<file path="config.mk">
export PLATFORM = sky130hd
export DESIGN_NAME = regfile_mp
export DESIGN_NICKNAME = d
export VERILOG_FILES = /design/src/rtl/regfile_pkg.sv /design/src/rtl/regfile_scoreboard.sv /design/src/rtl/regfile_mp.sv
export SDC_FILE = /design/constraint.sdc
export NUM_CORES = 2
export LEC_CHECK = 0
export CAP_MARGIN = 20
export CORE_MARGIN = 5
export CORE_UTILIZATION = 45
export DETAILED_ROUTE_END_ITERATION = 6
export GPL_TIMING_DRIVEN = 0
export MAX_ROUTING_LAYER = met4
export REMOVE_ABC_BUFFERS = 1
export SYNTH_ARGS = -nofsm -noshare
export SYNTH_HDL_FRONTEND = slang
export SYNTH_SLANG_ARGS = --single-unit
</file>
<file path="constraint.sdc">
create_clock -name clk -period 4.7 [get_ports clk]
set_input_delay 0.705 -clock clk [delete_from_list [all_inputs] [get_ports clk]]
set_output_delay 0.705 -clock clk [all_outputs]
set_load 0.05 [all_outputs]
</file>
<file path="src/rtl/regfile_pkg.sv">
// regfile_pkg: shared defaults, register-index constants and address type for the register file
package regfile_pkg;
    localparam int XLEN_DEF = 32;
    localparam int NREG_DEF = 32;
    localparam int AW_DEF = $clog2(NREG_DEF);
    localparam logic [31:0] SP_INIT_DEF = 32'h0000_0800;
    localparam int X0 = 0;
    localparam int SP = 2;
    typedef logic [AW_DEF-1:0] reg_addr_t;
endpackage

</file>
<file path="src/rtl/regfile_scoreboard.sv">
// regfile_scoreboard: per-register pending-write bits; claims set, committed writes clear, claim wins
module regfile_scoreboard
    import regfile_pkg::*;
#(
    parameter int NREG = NREG_DEF,
    parameter int NWP = 2,
    parameter int AW = $clog2(NREG)
) (
    input  logic                    clk,
    input  logic                    rst,
    input  logic [NWP-1:0]          wr_en,
    input  logic [NWP-1:0][AW-1:0]  wr_addr,
    input  logic                    claim_en,
    input  logic [AW-1:0]           claim_addr,
    output logic [NREG-1:0]         busy
);
    logic [NREG-1:0] nxt;

    always_comb begin
        nxt = busy;
        for (int p = 0; p < NWP; p++)
            if (wr_en[p] && wr_addr[p] != AW'(X0)) nxt[wr_addr[p]] = 1'b0;
        if (claim_en && claim_addr != AW'(X0)) nxt[claim_addr] = 1'b1;
        nxt[X0] = 1'b0;
    end

    always_ff @(posedge clk) begin
        if (!rst) busy <= '0;
        else      busy <= nxt;
    end
endmodule

</file>
<file path="src/rtl/regfile_mp.sv">
// regfile_mp: multi-port register file with x0 hardwired to zero, optional write-to-read bypass
// and an issue scoreboard; higher write port wins address collisions.
module regfile_mp
    import regfile_pkg::*;
#(
    parameter int XLEN = XLEN_DEF,
    parameter int NREG = NREG_DEF,
    parameter int NRP = 2,
    parameter int NWP = 2,
    parameter int BYPASS = 1,
    parameter logic [XLEN-1:0] SP_INIT = XLEN'(SP_INIT_DEF),
    parameter int AW = $clog2(NREG)
) (
    input  logic                      clk,
    input  logic                      rst,
    input  logic [NRP-1:0][AW-1:0]    rs_addr_i,
    output logic [NRP-1:0][XLEN-1:0]  rs_data_o,
    output logic [NRP-1:0]            rs_busy_o,
    input  logic [NWP-1:0]            wr_en_i,
    input  logic [NWP-1:0][AW-1:0]    wr_addr_i,
    input  logic [NWP-1:0][XLEN-1:0]  wr_data_i,
    input  logic                      claim_en_i,
    input  logic [AW-1:0]             claim_addr_i,
    output logic [NREG-1:0]           busy_o,
    output logic                      conflict_o
);
    logic [XLEN-1:0] regs [NREG];
    logic coll;

    generate
        if (NWP == 2) begin : g_col
            assign coll = wr_en_i[0] & wr_en_i[1] & (wr_addr_i[0] == wr_addr_i[1]) & (wr_addr_i[0] != AW'(X0));
        end else begin : g_nocol
            assign coll = 1'b0;
        end
    endgenerate

    always_ff @(posedge clk) begin
        if (!rst) begin
            for (int i = 0; i < NREG; i++) regs[i] <= (i == SP) ? SP_INIT : '0;
            conflict_o <= 1'b0;
        end else begin
            for (int p = 0; p < NWP; p++)
                if (wr_en_i[p] && wr_addr_i[p] != AW'(X0)) regs[wr_addr_i[p]] <= wr_data_i[p];
            conflict_o <= coll;
        end
    end

    // Ascending port scan lets port 1 override port 0 on the bypass path too.
    always_comb begin
        rs_data_o = '0;
        rs_busy_o = '0;
        for (int r = 0; r < NRP; r++) begin : g_rd
            logic [XLEN-1:0] d;
            logic w;
            d = regs[rs_addr_i[r]];
            w = 1'b0;
            for (int p = 0; p < NWP; p++)
                if (wr_en_i[p] && wr_addr_i[p] == rs_addr_i[r]) begin
                    w = 1'b1;
                    if (BYPASS != 0) d = wr_data_i[p];
                end
            rs_data_o[r] = (rs_addr_i[r] == AW'(X0)) ? '0 : d;
            rs_busy_o[r] = busy_o[rs_addr_i[r]] & ~((BYPASS != 0) && w && !(claim_en_i && claim_addr_i == rs_addr_i[r]));
        end
    end

    regfile_scoreboard #(.NREG(NREG), .NWP(NWP), .AW(AW)) u_sb (
        .clk(clk),
        .rst(rst),
        .wr_en(wr_en_i),
        .wr_addr(wr_addr_i),
        .claim_en(claim_en_i),
        .claim_addr(claim_addr_i),
        .busy(busy_o)
    );
endmodule
</file>
# Yosys cells after proc, flatten, opt, wreduce, memory -nomap -nowiden
# Memories as Yosys holds them, arrays and structs flattened.
# Cells that the tools add are included.
[totals]
register_bits = 33
n_memories = 1
in_bits = 94
mem_bits_rw = 1024
out_inout_bits = 99
wordCells = 90
[memory_table]
columns = ["name", "depth", "width", "read_ports", "rd_clocked_by_memory_dff", "write_ports", "line_no", "text"]
rows = [
  ["regs", 32, 32, 2, 0, 32, "regfile_mp.sv:27", "logic [XLEN-1:0] regs [NREG];"],
]
[classes]
bitwise = 12
muxes = 36
n_eq_ne = 7
n_lt_le_gt_ge = 8
reduce_logical = 23
[op_table]
columns = ["op", "count"]
rows = [
  ["2-to-1 mux 32 bit", 11],
  ["bitwise AND 32 bit", 2],
  ["inverter 32 bit", 2],
  ["OR reduction 32 bit", 2],
  ["== test 5 bit", 7],
  ["bitwise OR 32 bit", 1],
  ["< comparator 5 x 6 -> 1 bit, second input constant", 5],
  ["2-to-1 mux 1 bit", 18],
  ["demux 1 bit (select 5 bit)", 3],
  [">= comparator 5 x 1 -> 1 bit, second input constant", 3],
  ["nonzero test 5 bit", 3],
  ["logical AND 1 bit", 14],
  ["binary-select mux 1 bit (select 5 bit)", 2],
  ["zero test 5 bit", 2],
  ["2-to-1 mux 5 bit", 2],
  ["bitwise AND 1 bit", 5],
  ["zero test 1 bit", 2],
  ["inverter 1 bit", 2],
]

# Longest topological paths before layout
[logic_depth]
depth_word = 11
mapped_depth = 11
depth_no_buf = 6

# Hierarchy
# From an unflattened synthesis, not the netlist that was laid out.
[unflattened]
cells_unflattened = 4582
hier_area_um2 = 62748.9
[modules_own_cells]
columns = ["mod", "n_inst", "cells_each", "area_each_um2", "seq_area_each_um2"]
rows = [
  ["regfile_mp", 1, 4404, 61262.5, 30769.5],
  ["regfile_scoreboard", 1, 178, 1486.4, 620.6],
]

# Least setup slack after synthesis
# No wires, ideal clock.
[synth_timing]
path_type = "in2reg"
startpoint = "input port wr_addr_i[9] in the netlist's numbering"
endpoint = "memory regs[1][0] in the netlist's numbering, enable pin"
setup_time_ns = 0.468
cell_stages = 4
path_slack_ns = 0.508
arrival_ns = 3.724
cell_sequence = "buf_2 > or3_1 > buf_2 > o21ai_0"
[synth_lines]
columns = ["element", "line_no", "text"]
rows = [
  ["start, declared", "regfile_mp.sv:20", "input logic [NWP-1:0][AW-1:0] wr_addr_i,"],
  ["end, declared", "regfile_mp.sv:27", ""],
]

==> metrics <==
met3 GRT Util=between 10% and 20%; post-synth cell types=61; storage element area=between 30,000 and 40,000 um2; WS Path Type=input port to output port; power density over cell area=between 300 and 400 nW/um2; Critical Path End Type=output port; slew margin rel.=between 10% and 20%; Buf/Inv on CP=4; Routed wire per std cell=46.55 um; Synth area leaders=edfxtp_1 (50%), mux4_2 (22%), a22o_1 (14%); Hold Vio Cnt, Final=0; critical path launch point=wr_addr_i[5]; status=finished with violations; placed cell count=5,843; R2R Path End=u_sb.busy[9]; layout cells sized above 1=between 30 and 40%; most used cell, CP=buf_12; vias in the first global route=47.36k; post-place setup slack=-1.186 ns; worst skew pair latency=0.74 ns; Slew Limit Fails=0; clock buffer depth=3; Internal=approximately 0.018 W; CP delay by family, top=buffers and inverters; routing usage on met2=between 50% and 60%; unrepaired setup endpoints after global routing=no; Post-Route WL=284,800 um; DRC errors left=61; critical path endpoint=rs_data_o[60]; most common cell in the netlist=edfxtp_1; Mapped Avg Cell Area=about 15 um2; failing checks=design-rule violations, negative setup slack; Primary FF master, synth=edfxtp_1; area growth from synthesis to layout=21.05%; number of enable flip-flop cells after synthesis=about 1.0k; Ys Warns=0; combinational share of power=between 10% and 20%; slack of the worst reg-to-reg path=3.86 ns; Critical Path Start Type=input port; DP HPWL=187,700 um; cell depth of the worst setup path=10; area leader, netlist=edfxtp_1; flop and latch count out of synthesis=between 1k and 1.5k; period utilisation layout=102.7%; Final ANT Viol Nets=0; Worst Path Required=3.99 ns; post-synth top area share=about half; DR vias=slightly below 50k; final worst slack=-0.1256 ns; die width=381.2 um; hold_buf cts=0; cell row count=136; gr usage total=38.98%; Slowest-stage cell, CP=clkdlybuf4s50_1; die area=roughly 150,000 um2; die height=381.2 um; I/O Pins=approximately 190; VDD IR max=0.3869 mV; Final min period=4.826 ns; switch share=approximately 28%; number of DRC markers in iteration 0=8,841; Root Driver=clkbuf_16; post-synthesis sequential area ratio=between 50% and 60%; Post-Route Skew=0 ns; Worst-Margin Slew=1.258 ns; Via density=8.030; Post-Layout Cell Count=6,117; # nets final=4,290; Cells after Synth=approximately 4.2k; Post-Syn Area=around 62,000 um2; number of setup violations in the final report=14; R2R depth=2; CP max FO=13; Clk pwr share=between 30% and 40%; f_max=0.2072 GHz; fill cell total of the finished layout=10.67k; crit path DAT=roughly 4.1 ns; global-route wire length before repair=between 300,000 and 400,000 um; # port buffers=around 190; Worst path max stage delay=roughly 0.81 ns; CTS clk-pin slew, worst paths=around 0.06 ns; HP Class=input port to flip-flop; FFs w/ async S/R, synth=0%; CP cell instances=clkdlybuf4s50_1 > xor2_1 > nor4_4 > and3_4 > buf_12 > nor2_4 > buf_12 > a32oi_1 > o21ai_1 > clkdlybuf4s15_2; initial antenna violation count=28; clock sinks=1,056; largest net degree at the start of global routing=a little under 80; multi-input logic area=around 28,000 um2; Post-synth top cells=edfxtp_1 (1,024), a22o_1 (994), mux4_2 (592), clkbuf_1 (371), buf_2 (177); P_sw=between 0.007 and 0.008 W; GRT Max-Usage Layer=met2; GR Util met1=a little under half; first-pass iteration count of the detailed router=7; H-Tree Level Count=3; leak pwr=25.24 nW; routability cong.=roughly 0.9; Starting Density=45.21%; total of max-cap violations=0; reg2reg start=u_sb.busy[9]; CTS buffer count=117; core box area=approximately 140,000 um2; sequential share of power=between 40 and 50%; clock tree from TritonCTS=done; grt ovf=0
## logic make-up after synthesis
family	count (synthesis)	synth area share, %
AO/OA/AOI/OAI	1364	17.93
flip-flops	1056	50.62
multiplexers	695	23.20
XOR/XNOR	34	0.4802
buffers and inverters	719	5.248
AND/OR/NAND/NOR	306	2.516
other	1	0.006048
## timing repair
item                       in CTS  in global routing
gates cloned                    8                  4
setup endpoints to repair      63                 33
buffers inserted                7                  2
pin swaps                       5                  4
resized for setup             126                 18
## through the flow
step	utilization, %	TNS (ns)	total power [W]	instance area, um2	hold WS (ns)
final	54.73	-0.8255	0.02493	75060	0.4804
after detailed placement	51.42	-41.18	0.01563	70530	0.5088
after floorplan	-	0	0.01329	59020	0.6928
after global placement	46.07	-7915.85	0.01621	63180	0.5030
after CTS	54.44	-0.04022	0.02472	74670	0.4463
after global routing	54.72	0	0.02541	75050	0.4845
## placed cells by master, fill, tap and decap left out, types with 39 or more instances in the layout
| cell type | n |
|---|---|
| buf_6 | 82 |
| mux4_2 | 592 |
| a22o_1 | 994 |
| buf_8 | 43 |
| buf_12 | 63 |
| a22oi_1 | 58 |
| o22ai_1 | 58 |
| edfxtp_1 | 1024 |
| a21oi_1 | 86 |
| nor2_4 | 39 |
| clkbuf_16 | 124 |
| buf_16 | 137 |
| nor2_1 | 57 |
| nand2_1 | 48 |
| clkdlybuf4s50_1 | 113 |
| mux2i_1 | 86 |
## how the worst min path moves through the flow
stage | start | end | slack (ns) | cells past startpoint
2_1_floorplan | u_sb.busy[3] | u_sb.busy[3] | 0.69 | 2
3_3_place_gp | u_sb.busy[15] | u_sb.busy[15] | 0.50 | 2
3_5_place_dp | u_sb.busy[31] | u_sb.busy[31] | 0.51 | 2
4_1_cts | rst | conflict_o | 0.45 | 3
5_1_grt | rst | conflict_o | 0.48 | 3
6_report | rst | conflict_o | 0.48 | 3
## registers in the layout, indices dropped and copies added, names as in the netlist
| signal | cells |
|---|---|
| regs | 1024 |
| u_sb.busy | 31 |
| conflict_o | 1 |
## power groups by stage
stage | Sequential [W] | Combinational, W | Clock [W]
finish | 0.0112 | 0.00446 | 0.00927
floorplan | 0.0113 | 0.00200 | 0
CTS | 0.0112 | 0.00429 | 0.00926
global route | 0.0112 | 0.00451 | 0.00966
detailed placement | 0.0114 | 0.00426 | 0
global placement | 0.0114 | 0.00480 | 0
## metal layers
| metal | wire, um | part of all wire [%] | up-vias |
|---|---|---|---|
| met5 | 0 | 0 | - |
| met4 | 23440 | 8.2 | 0 |
| met3 | 44470 | 16 | 1598 |
| met2 | 124200 | 44 | 5020 |
| met1 | 92660 | 33 | 24730 |
| li1 | - | - | 17770 |
## tightest hold or removal path, cell delays in order
cell and delay [ns]:
buf_2 0.27, nand4_1 0.15, nor3_1 0.05
## cell type report
type	instances	share of cell area (%)
clock inverters	73	0.8801
inverters	40	0.2167
well taps	1794	2.990
flip-flops and latches	1056	41.82
multi-input cells	2432	37.94
diodes	25	0.08335
clock buffers	148	4.124
repair buffers	549	11.94
Note: power is estimated with default switching activity, not from simulation.
